<file path="src/rtl/ctrl_multiciclo.sv">
// Multicycle processor control FSM: sequences fetch, decode, memory, ALU and branch steps.
// Build option: define CTRL_ILLEGAL_TRAP_EN to lock into TRAP on an unknown opcode (default: NOP).
module ctrl_multiciclo (
  input  logic       clk,
  input  logic       rst_n,
  input  logic [6:0] opcode,
  input  logic       mem_ready,
  input  logic       zero,
  output logic [1:0] ALU_OP,
  output logic       pc_write,
  output logic       pc_write_cond,
  output logic       ir_write,
  output logic       iord,
  output logic       mem_read,
  output logic       mem_write,
  output logic       reg_write,
  output logic       mem_to_reg,
  output logic       alu_src_a,
  output logic       illegal,
  output logic [1:0] alu_src_b,
  output logic [3:0] state_dbg
);

  localparam logic [6:0] OP_LOAD   = 7'b0000011;
  localparam logic [6:0] OP_STORE  = 7'b0100011;
  localparam logic [6:0] OP_RTYPE  = 7'b0110011;
  localparam logic [6:0] OP_ITYPE  = 7'b0010011;
  localparam logic [6:0] OP_BRANCH = 7'b1100011;

  typedef enum logic [3:0] {
    S_IDLE      = 4'd0,
    S_FETCH     = 4'd1,
    S_DECODE    = 4'd2,
    S_MEM_ADDR  = 4'd3,
    S_MEM_READ  = 4'd4,
    S_MEM_WB    = 4'd5,
    S_MEM_WRITE = 4'd6,
    S_EXEC_R    = 4'd7,
    S_EXEC_I    = 4'd8,
    S_ALU_WB    = 4'd9,
    S_BRANCH    = 4'd10,
    S_TRAP      = 4'd11
  } state_t;

  state_t state;
  state_t next_state;

  // The branch decision (pc_write_cond & zero) is made in the datapath.
  logic unused_zero;
  assign unused_zero = zero;

  always_ff @(posedge clk) begin
    if (!rst_n) state <= S_IDLE;
    else        state <= next_state;
  end

  always_comb begin
    next_state    = state;
    ALU_OP        = 2'b00;
    alu_src_b     = 2'b00;
    alu_src_a     = 1'b0;
    pc_write      = 1'b0;
    pc_write_cond = 1'b0;
    ir_write      = 1'b0;
    iord          = 1'b0;
    mem_read      = 1'b0;
    mem_write     = 1'b0;
    reg_write     = 1'b0;
    mem_to_reg    = 1'b0;
    illegal       = 1'b0;

    case (state)
      S_IDLE: next_state = S_FETCH;
      S_FETCH: begin
        mem_read  = 1'b1;
        alu_src_b = 2'b01;
        if (mem_ready) begin
          ir_write   = 1'b1;
          pc_write   = 1'b1;
          next_state = S_DECODE;
        end
      end
      S_DECODE: begin
        alu_src_b = 2'b10;
        case (opcode)
          OP_LOAD, OP_STORE: next_state = S_MEM_ADDR;
          OP_RTYPE:          next_state = S_EXEC_R;
          OP_ITYPE:          next_state = S_EXEC_I;
          OP_BRANCH:         next_state = S_BRANCH;
          default: begin
`ifdef CTRL_ILLEGAL_TRAP_EN
            next_state = S_TRAP;
`else
            illegal    = 1'b1;
            next_state = S_FETCH;
`endif
          end
        endcase
      end
      // Opcode is looked at again here; anything that is no longer a memory op is dropped.
      S_MEM_ADDR: begin
        alu_src_a = 1'b1;
        alu_src_b = 2'b10;
        if (opcode == OP_LOAD)       next_state = S_MEM_READ;
        else if (opcode == OP_STORE) next_state = S_MEM_WRITE;
        else                         next_state = S_FETCH;
      end
      S_MEM_READ: begin
        mem_read = 1'b1;
        iord     = 1'b1;
        if (mem_ready) next_state = S_MEM_WB;
      end
      S_MEM_WB: begin
        reg_write  = 1'b1;
        mem_to_reg = 1'b1;
        next_state = S_FETCH;
      end
      S_MEM_WRITE: begin
        mem_write = 1'b1;
        iord      = 1'b1;
        if (mem_ready) next_state = S_FETCH;
      end
      S_EXEC_R: begin
        ALU_OP     = 2'b10;
        alu_src_a  = 1'b1;
        next_state = S_ALU_WB;
      end
      S_EXEC_I: begin
        ALU_OP     = 2'b10;
        alu_src_a  = 1'b1;
        alu_src_b  = 2'b10;
        next_state = S_ALU_WB;
      end
      S_ALU_WB: begin
        reg_write  = 1'b1;
        next_state = S_FETCH;
      end
      S_BRANCH: begin
        ALU_OP        = 2'b01;
        alu_src_a     = 1'b1;
        pc_write_cond = 1'b1;
        next_state    = S_FETCH;
      end
      S_TRAP: illegal = 1'b1;
      default: next_state = S_IDLE;
    endcase
  end

  assign state_dbg = state;

endmodule
</file>
<file path="config.mk">
export PLATFORM = sky130hd
export DESIGN_NAME = ctrl_multiciclo
export DESIGN_NICKNAME = d
export VERILOG_FILES = /design/src/rtl/ctrl_multiciclo.sv
export SDC_FILE = /design/constraint.sdc
export NUM_CORES = 1
export LEC_CHECK = 0
export CORE_MARGIN = 2
export CORE_UTILIZATION = 33
export DETAILED_ROUTE_END_ITERATION = 10
export GPL_ROUTABILITY_DRIVEN = 0
export GPL_TIMING_DRIVEN = 0
export PLACE_DENSITY = 0.73
export SYNTH_ARGS = -nofsm -noshare
export SYNTH_HDL_FRONTEND = slang
export SYNTH_SLANG_ARGS = --single-unit
</file>
<file path="constraint.sdc">
create_clock -name clk -period 1.5 [get_ports clk]
set_clock_uncertainty 0.2 [all_clocks]
set_input_delay 0.225 -clock clk [delete_from_list [all_inputs] [get_ports clk]]
set_output_delay 0.225 -clock clk [all_outputs]
set_load 0.005 [all_outputs]
</file>
==> metrics.md, run 1 <==
| Metric | Value |
|---|---|
| Max Cap Viol | 0 |
| Fill count | 64 |
| Worst-path fanout max | 3 |
| Die area | 1910 um2 |
| Antenna Violating Nets Remaining | 0 |
| Class of the most critical setup path | reg2out |
| CTS root buffer | clkbuf_4 |
| FP Rows | 14 |
| NumNets Final | 156 |
| CP required | 1.07 ns |
| Max FFs per register | 4 |
| Fin. Hold Viols | 0 |
| Main area contributors after synthesis | dfxtp_1 15%, nand2b_1 8.4%, nor2_1 7.9%, nand2_1 5.0%, buf_4 4.3% |
| Synth Net Count | 88 |
| Final wirelength | 3160 um |
| Slew Viols, Final | 0 |
| Vias in the first global route | 799 |
| CTS Sinks | 4 |
| Vias per inst | 5.92 |
| Flops & latches, synth | 4 |
| Final min period | 1.88 ns |
| Initial antenna violation count | 0 |
| Fmax | 0.532 GHz |
| Post-synth top flop | dfxtp_1 |
| Largest net degree at the start of global routing | 11 |
| Layout cells sized above 1 | 60.1% |
| Global Route Usage Sum | 27.9% |
| Sum of negative setup slack | -4.96 ns |
| Share of the synthesized area in the top cell type | 15.4% |
| Post-layout worst setup margin | -0.380 ns |
| Io pins | 29 |
| Asr flop ratio synth | 0% |
| Power after layout | 0.633 mW |
| Pre-CTS setup slack | -0.671 ns |
| Worst rel slew slack | 66.6% |
| Arrival time worst endpoint | 1.45 ns |
| PwrDens | 463 nW/um2 |
| CP Launch Type | register |
| Post-Synthesis Cells | 77 |
| Post-synth EDFFs | 0 |
| Final HPWL DP | 1140 um |
| Core area | 1490 um2 |
| CTS tree | yes |
| Syn Area/Cell | 6.76 um2 |
| Synthesized area | 520 um2 |
| Worst hold path class | in2reg |
| Final period util | 125% |
| Die Height | 43.7 um |
| Most common cell after layout, fill and taps aside | buf_4 |
| Worst setup EP type | output port |
| Netlist cell types | 36 |
| Hold buffers post-CTS | 0 |
| Commonest non-fill, non-tap cells in the layout | 23 x buf_4, 17 x buf_6, 10 x buf_2 |
| Yosys Warn Count | 0 |
| Remaining global-route overflow | 0 |
| Starting Density | 35.0% |
| Non-Filler Cell Area, Final | 1370 um2 |
| First-pass GRT wire length | 3930 um |
| CTS max path bufs | 2 |
| Area Overhead vs Synth | 162% |
| Die width | 43.7 um |
| Placed instance area | 830 um2 |
| Clock slew at reported path FFs | 0.04 ns |
| Vias | 941 |
| DR iter-0 viols | 36 |
| H-tree depth | 1 |
| Seq/Total Area, Yosys | 15.4% |
| DRC viols | 0 |
| Area leader, netlist | dfxtp_1 |
| Diode count | 0 |
| Status | complete, but fails checks |
| Actual slew at the worst max-slew pin | 0.495 ns |
| Final setup vio count | 18 |
| Leak | 0.645 nW |
| RSZ-0062 raised after global routing | yes |
| VDD IR max | 0.404 mV |
| Fin Hold WS | 0.367 ns |
| Failing checks | setup timing |
| IO Port Bufs | 27 |
| Wire per inst | 19.9 um |
| Worst-Skew Late Latency | 0.24 ns |
| TritonCTS Buffers | 3 |
| Drt pass-1 iters | 4 |
## metal layers
metal  wire [um]  GRT usage (%)
met1        1270           37.8
met2        1510           44.7
met3         208           7.50
met4         176           5.45
met5           0              0
## worst max-delay path: stages, from the launching register on
cell and delay [ns]:
dfxtp_2 0.33, buf_6 0.12, buf_6 0.10, or2b_1 0.26, o21a_1 0.13, nor2_1 0.13
buf_2 0.13
## cell type report
| class | count | area (um2) | area share, % |
|---|---|---|---|
| Tap cell | 16 | 20.0 | 1.47 |
| Inverter | 2 | 12.5 | 0.917 |
| Buffer | 7 | 114 | 8.34 |
| Sequential cell | 4 | 92.6 | 6.78 |
| Multi-Input combinational cell | 64 | 542 | 39.7 |
| Timing Repair Buffer | 63 | 562 | 41.2 |
| Clock buffer | 3 | 22.5 | 1.65 |
## synth_stat cells (2+ instances only)
cell	instances
o21ai_0	2
nand2_1	7
nand3_1	2
o22ai_1	2
buf_4	3
a21oi_1	3
clkbuf_1	4
dfxtp_1	4
a31oi_1	2
nor2_1	11
inv_1	2
nand2b_1	7
a21o_1	2
nor4_1	2
nor3_1	2
mux2i_1	2
## metrics by stage
stage	utilization [%]	instances
after floorplan	-	77
after global placement	55.7	120
after detailed placement	55.7	120
after CTS	79.9	146
after global routing	91.7	159
final	91.7	159
## cells by family (layout without fill, tap and decap cells)
logic type,count (synthesis),after routing,synth area share (%)
simple gates,40,40,42.3
compound gates,21,21,28.1
buf+inv,9,75,8.65
flops,4,4,15.4
mux,2,2,3.85
xor+xnor,1,1,1.68
## repair_timing
action,CTS,global route
gates resized for setup,107,26
pin swaps,15,14
endpoints found under the setup margin,21,18
gates cloned,1,0
buffers inserted,22,14
## power by group
group | leakage, nW | total, mW | internal (mW) | switching [mW]
registers | 0.0352 | 0.119 | 0.110 | 0.00940
logic | 0.596 | 0.371 | 0.212 | 0.159
clock network | 0.0138 | 0.143 | 0.0901 | 0.0524
total | 0.645 | 0.633 | 0.411 | 0.221
## final timing paths
| path | startpoint | end | slack [ns] | cells past startpoint |
|---|---|---|---|---|
| hold / removal | opcode[0] | state_dbg[0] | 0.37 | 3 |
| hold reg to reg | state_dbg[2] | state_dbg[2] | 0.55 | 4 |
| setup / recovery | state_dbg[1] | alu_src_b[1] | -0.38 | 6 |
| setup reg to reg | state_dbg[2] | state_dbg[1] | -0.35 | 9 |
Note: power is estimated with default switching activity, not from simulation.
==> run 2: changes to the inputs <==
CAP_MARGIN = 30   (was not set)
==> results of run 2 <==
Final layout, timing and power as in run 1 (identical DEF).
==> run 3: changes to the inputs <==
CELL_PAD_IN_SITES_DETAIL_PLACEMENT = 1   (was not set)
CELL_PAD_IN_SITES_GLOBAL_PLACEMENT = 1   (was not set)
CORE_ASPECT_RATIO = 1.5   (was not set)
CORE_UTILIZATION = 22   (was 33)
GPL_TIMING_DRIVEN = not set   (was 0)
PLACE_DENSITY = not set   (was 0.73)
PLACE_DENSITY_LB_ADDON = 0.1   (was not set)
REMOVE_ABC_BUFFERS = 1   (was not set)
==> run 3 against run 2 <==
Effect of this change:
- the run still ends with setup timing left
- sequential power is essentially flat
- first-iteration DRC count fell by 72%
- cell count up 9.4%
- cell area rose by 1.5%
- total power decreased by 10%
- maximum frequency rose by 1.5%
- global-route usage shrank 6.8 points
- via count down 5.2%
- combinational power down 16%
- sequential share of layout area up 0.083 points
- register-to-register slack barely moved
- clock power down 6%
==> metrics.md, run 3 (synthesis results as in run 1) <==
| Metric | Value |
|---|---|
| Status | complete, but fails checks (unchanged) |
| Failing checks | setup timing (unchanged) |
| Global Route Usage Sum | 21.2% (was 27.9%) |
| Critical path's largest stage delay | 0.56 ns (was 0.33 ns) |
| CTS Sinks | 4 (unchanged) |
| Drt pass-1 iters | 3 (was 4) |
| Commonest non-fill, non-tap cells in the layout | 26 x buf_6, 26 x buf_4, 10 x buf_2 (was 23 x buf_4, 17 x buf_6, 10 x buf_2) |
| Remaining global-route overflow | 0 (unchanged) |
| Arrival time worst endpoint | 1.81 ns (was 1.45 ns) |
| R2R setup slack | -0.35 ns (about the same) |
| Layout cells sized above 1 | 62.3% (was 60.1%) |
| Antenna Violating Nets Remaining | 0 (unchanged) |
| Vias | 892 (was 941) |
| IO Port Bufs | 27 (unchanged) |
| Grt met2 use | 36.9% (was 44.7%) |
| Area Overhead vs Synth | 166% (was 162%) |
| Post-layout worst setup margin | -0.353 ns (was -0.380 ns) |
| R2R Path Start | state_dbg[0] (was state_dbg[2]) |
| Hold path depth | 3 (unchanged) |
| Max FFs per register | 4 (unchanged) |
| Worst hold path class | in2reg (unchanged) |
| Io pins | 29 (unchanged) |
| Worst-path fanout max | 4 (was 3) |
| Hold EP | state_dbg[0] (unchanged) |
| Worst setup EP type | register (was output port) |
| Worst rel slew slack | 74.4% (was 66.6%) |
| Starting Density | 23.3% (was 35.0%) |
| CP required | 1.46 ns (was 1.07 ns) |
| Vias per inst | 5.13 (was 5.92) |
| TritonCTS Buffers | 3 (unchanged) |
| Core area | 2230 um2 (was 1490 um2) |
| Slew Viols, Final | 0 (unchanged) |
| Most used routing layer | met2 (unchanged) |
| Die width | 43.7 um (unchanged) |
| Final HPWL DP | 1680 um (was 1140 um) |
| Die Height | 63.6 um (was 43.7 um) |
| H-tree depth | 1 (unchanged) |
| Diode count | 0 (unchanged) |
| CTS tree | yes (unchanged) |
| Initial antenna violation count | 0 (unchanged) |
| Clock slew at reported path FFs | 0.04 ns (about the same) |
| Final min period | 1.85 ns (was 1.88 ns) |
| Wire per inst | 15.9 um (was 19.9 um) |
| Final setup vio count | 18 (unchanged) |
| DRC viols | 0 (unchanged) |
| Fill count | 264 (was 64) |
| Hold buffers post-CTS | 0 (unchanged) |
| DR iter-0 viols | 10 (was 36) |
| VDD IR max | 0.180 mV (was 0.404 mV) |
| Vias in the first global route | 898 (was 799) |
| R2R Path End | state_dbg[3] (was state_dbg[1]) |
| Final Util | 62.0% (was 91.7%) |
| Pre-CTS setup slack | -0.617 ns (was -0.671 ns) |
| NumNets Final | 164 (was 156) |
| Slowest CP cell | or4b_4 (was dfxtp_2) |
| Final wirelength | 2760 um (was 3160 um) |
| R2r worst-path depth | 4 (was 9) |
| Met3 GRT Util | 3.44% (was 7.50%) |
| Largest net degree at the start of global routing | 10 (was 11) |
| Class of the most critical setup path | reg2reg (was reg2out) |
| Met1 Use GR | 22.6% (was 37.8%) |
| FP Rows | 21 (was 14) |
| Crit-path cells | buf_6 -> or4b_4 -> or3b_4 -> a21boi_2 (was buf_6 -> buf_6 -> or2b_1 -> o21a_1 -> nor2_1 -> buf_2) |
| PwrDens | 409 nW/um2 (was 463 nW/um2) |
| Die area | 2780 um2 (was 1910 um2) |
| Fmax | 0.540 GHz (was 0.532 GHz) |
| Leak | 0.664 nW (was 0.645 nW) |
| CTS max path bufs | 2 (unchanged) |
| Hold Startpoint | opcode[0] (unchanged) |
| Fin. Hold Viols | 0 (unchanged) |
| CTS root buffer | clkbuf_4 (unchanged) |
| Final Instance Count excl. Fillers | 174 (was 159) |
| RSZ-0062 raised after global routing | yes (unchanged) |
| First-pass GRT wire length | 4330 um (was 3930 um) |
| Max Cap Viol | 0 (unchanged) |
| Worst-Skew Late Latency | 0.23 ns (was 0.24 ns) |
| Final period util | 124% (was 125%) |
| Placed Cells | 148 (was 120) |
| Actual slew at the worst max-slew pin | 0.379 ns (was 0.495 ns) |
| CP Launch Type | register (unchanged) |
run 3: cell types whose count changed in the layout (fill, tap and decap cells not counted), sizes merged:
cell	delta
buf	+9
dlygate4sd2	-4
clkdlybuf4s50	+2
clkbuf	+1
run 3: cell type report:
class / count / area (um2) / area share [%]
repair buffers: 78 / 714 / 51.6
flip-flops and latches: 4 / 95.1 / 6.87
inverters: 2 / 7.51 / 0.542
multi-input cells: 64 / 517 / 37.3
clock buffers: 3 / 22.5 / 1.63
well taps: 23 / 28.8 / 2.08
run 3: metrics by stage:
step                total power, mW  hold slack, ns  area (um2)  TNS (ns)
finish                        0.567           0.283        1390     -4.05
global route                  0.605           0.301        1390     -5.04
CTS                           0.519           0.278        1230     -3.74
detailed placement            0.357           0.544         992     -8.18
global placement              0.352           0.545         992     -7.47
floorplan                     0.198           0.141         483     -1.78
run 3: worst max-delay path, delay by kind of cell (launching register included):
kind,cells,cell delay [ns]
DFF,1,0.35
AOI/OAI and AO/OA,1,0.13
and+or+nand+nor,2,0.97
buffers and inverters,1,0.12
run 3: how the worst max path moves through the flow:
stage | startpoint | endpoint | slack, ns | cells after the start
2_1_floorplan | state_dbg[1] | state_dbg[3] | -0.33 | 3
3_3_place_gp | opcode[2] | illegal | -0.57 | 6
3_5_place_dp | state_dbg[0] | ir_write | -0.62 | 4
4_1_cts | state_dbg[2] | state_dbg[3] | -0.32 | 4
5_1_grt | state_dbg[0] | mem_read | -0.37 | 4
6_report | state_dbg[0] | state_dbg[3] | -0.35 | 4
run 3: timing repair:
action,4_1_cts,5_1_grt
endpoints found under the setup margin,22,20
pin swaps,20,21
cloned,0,1
resized for setup,110,25
buffers inserted,14,10
run 3: metal layers:
metal | routed length [um] | vias to the layer above
li1 | - | 430
met1 | 993 | 431
met2 | 1610 | 24
met4 | 65 | 0
met5 | 0 | -
met3 | 93 | 7
run 3: power by group:
| group | total, mW | internal (mW) | switching [mW] |
|---|---|---|---|
| sequential | 0.119 | 0.109 | 0.00990 |
| combinational | 0.313 | 0.186 | 0.127 |
| clock | 0.135 | 0.0896 | 0.0455 |
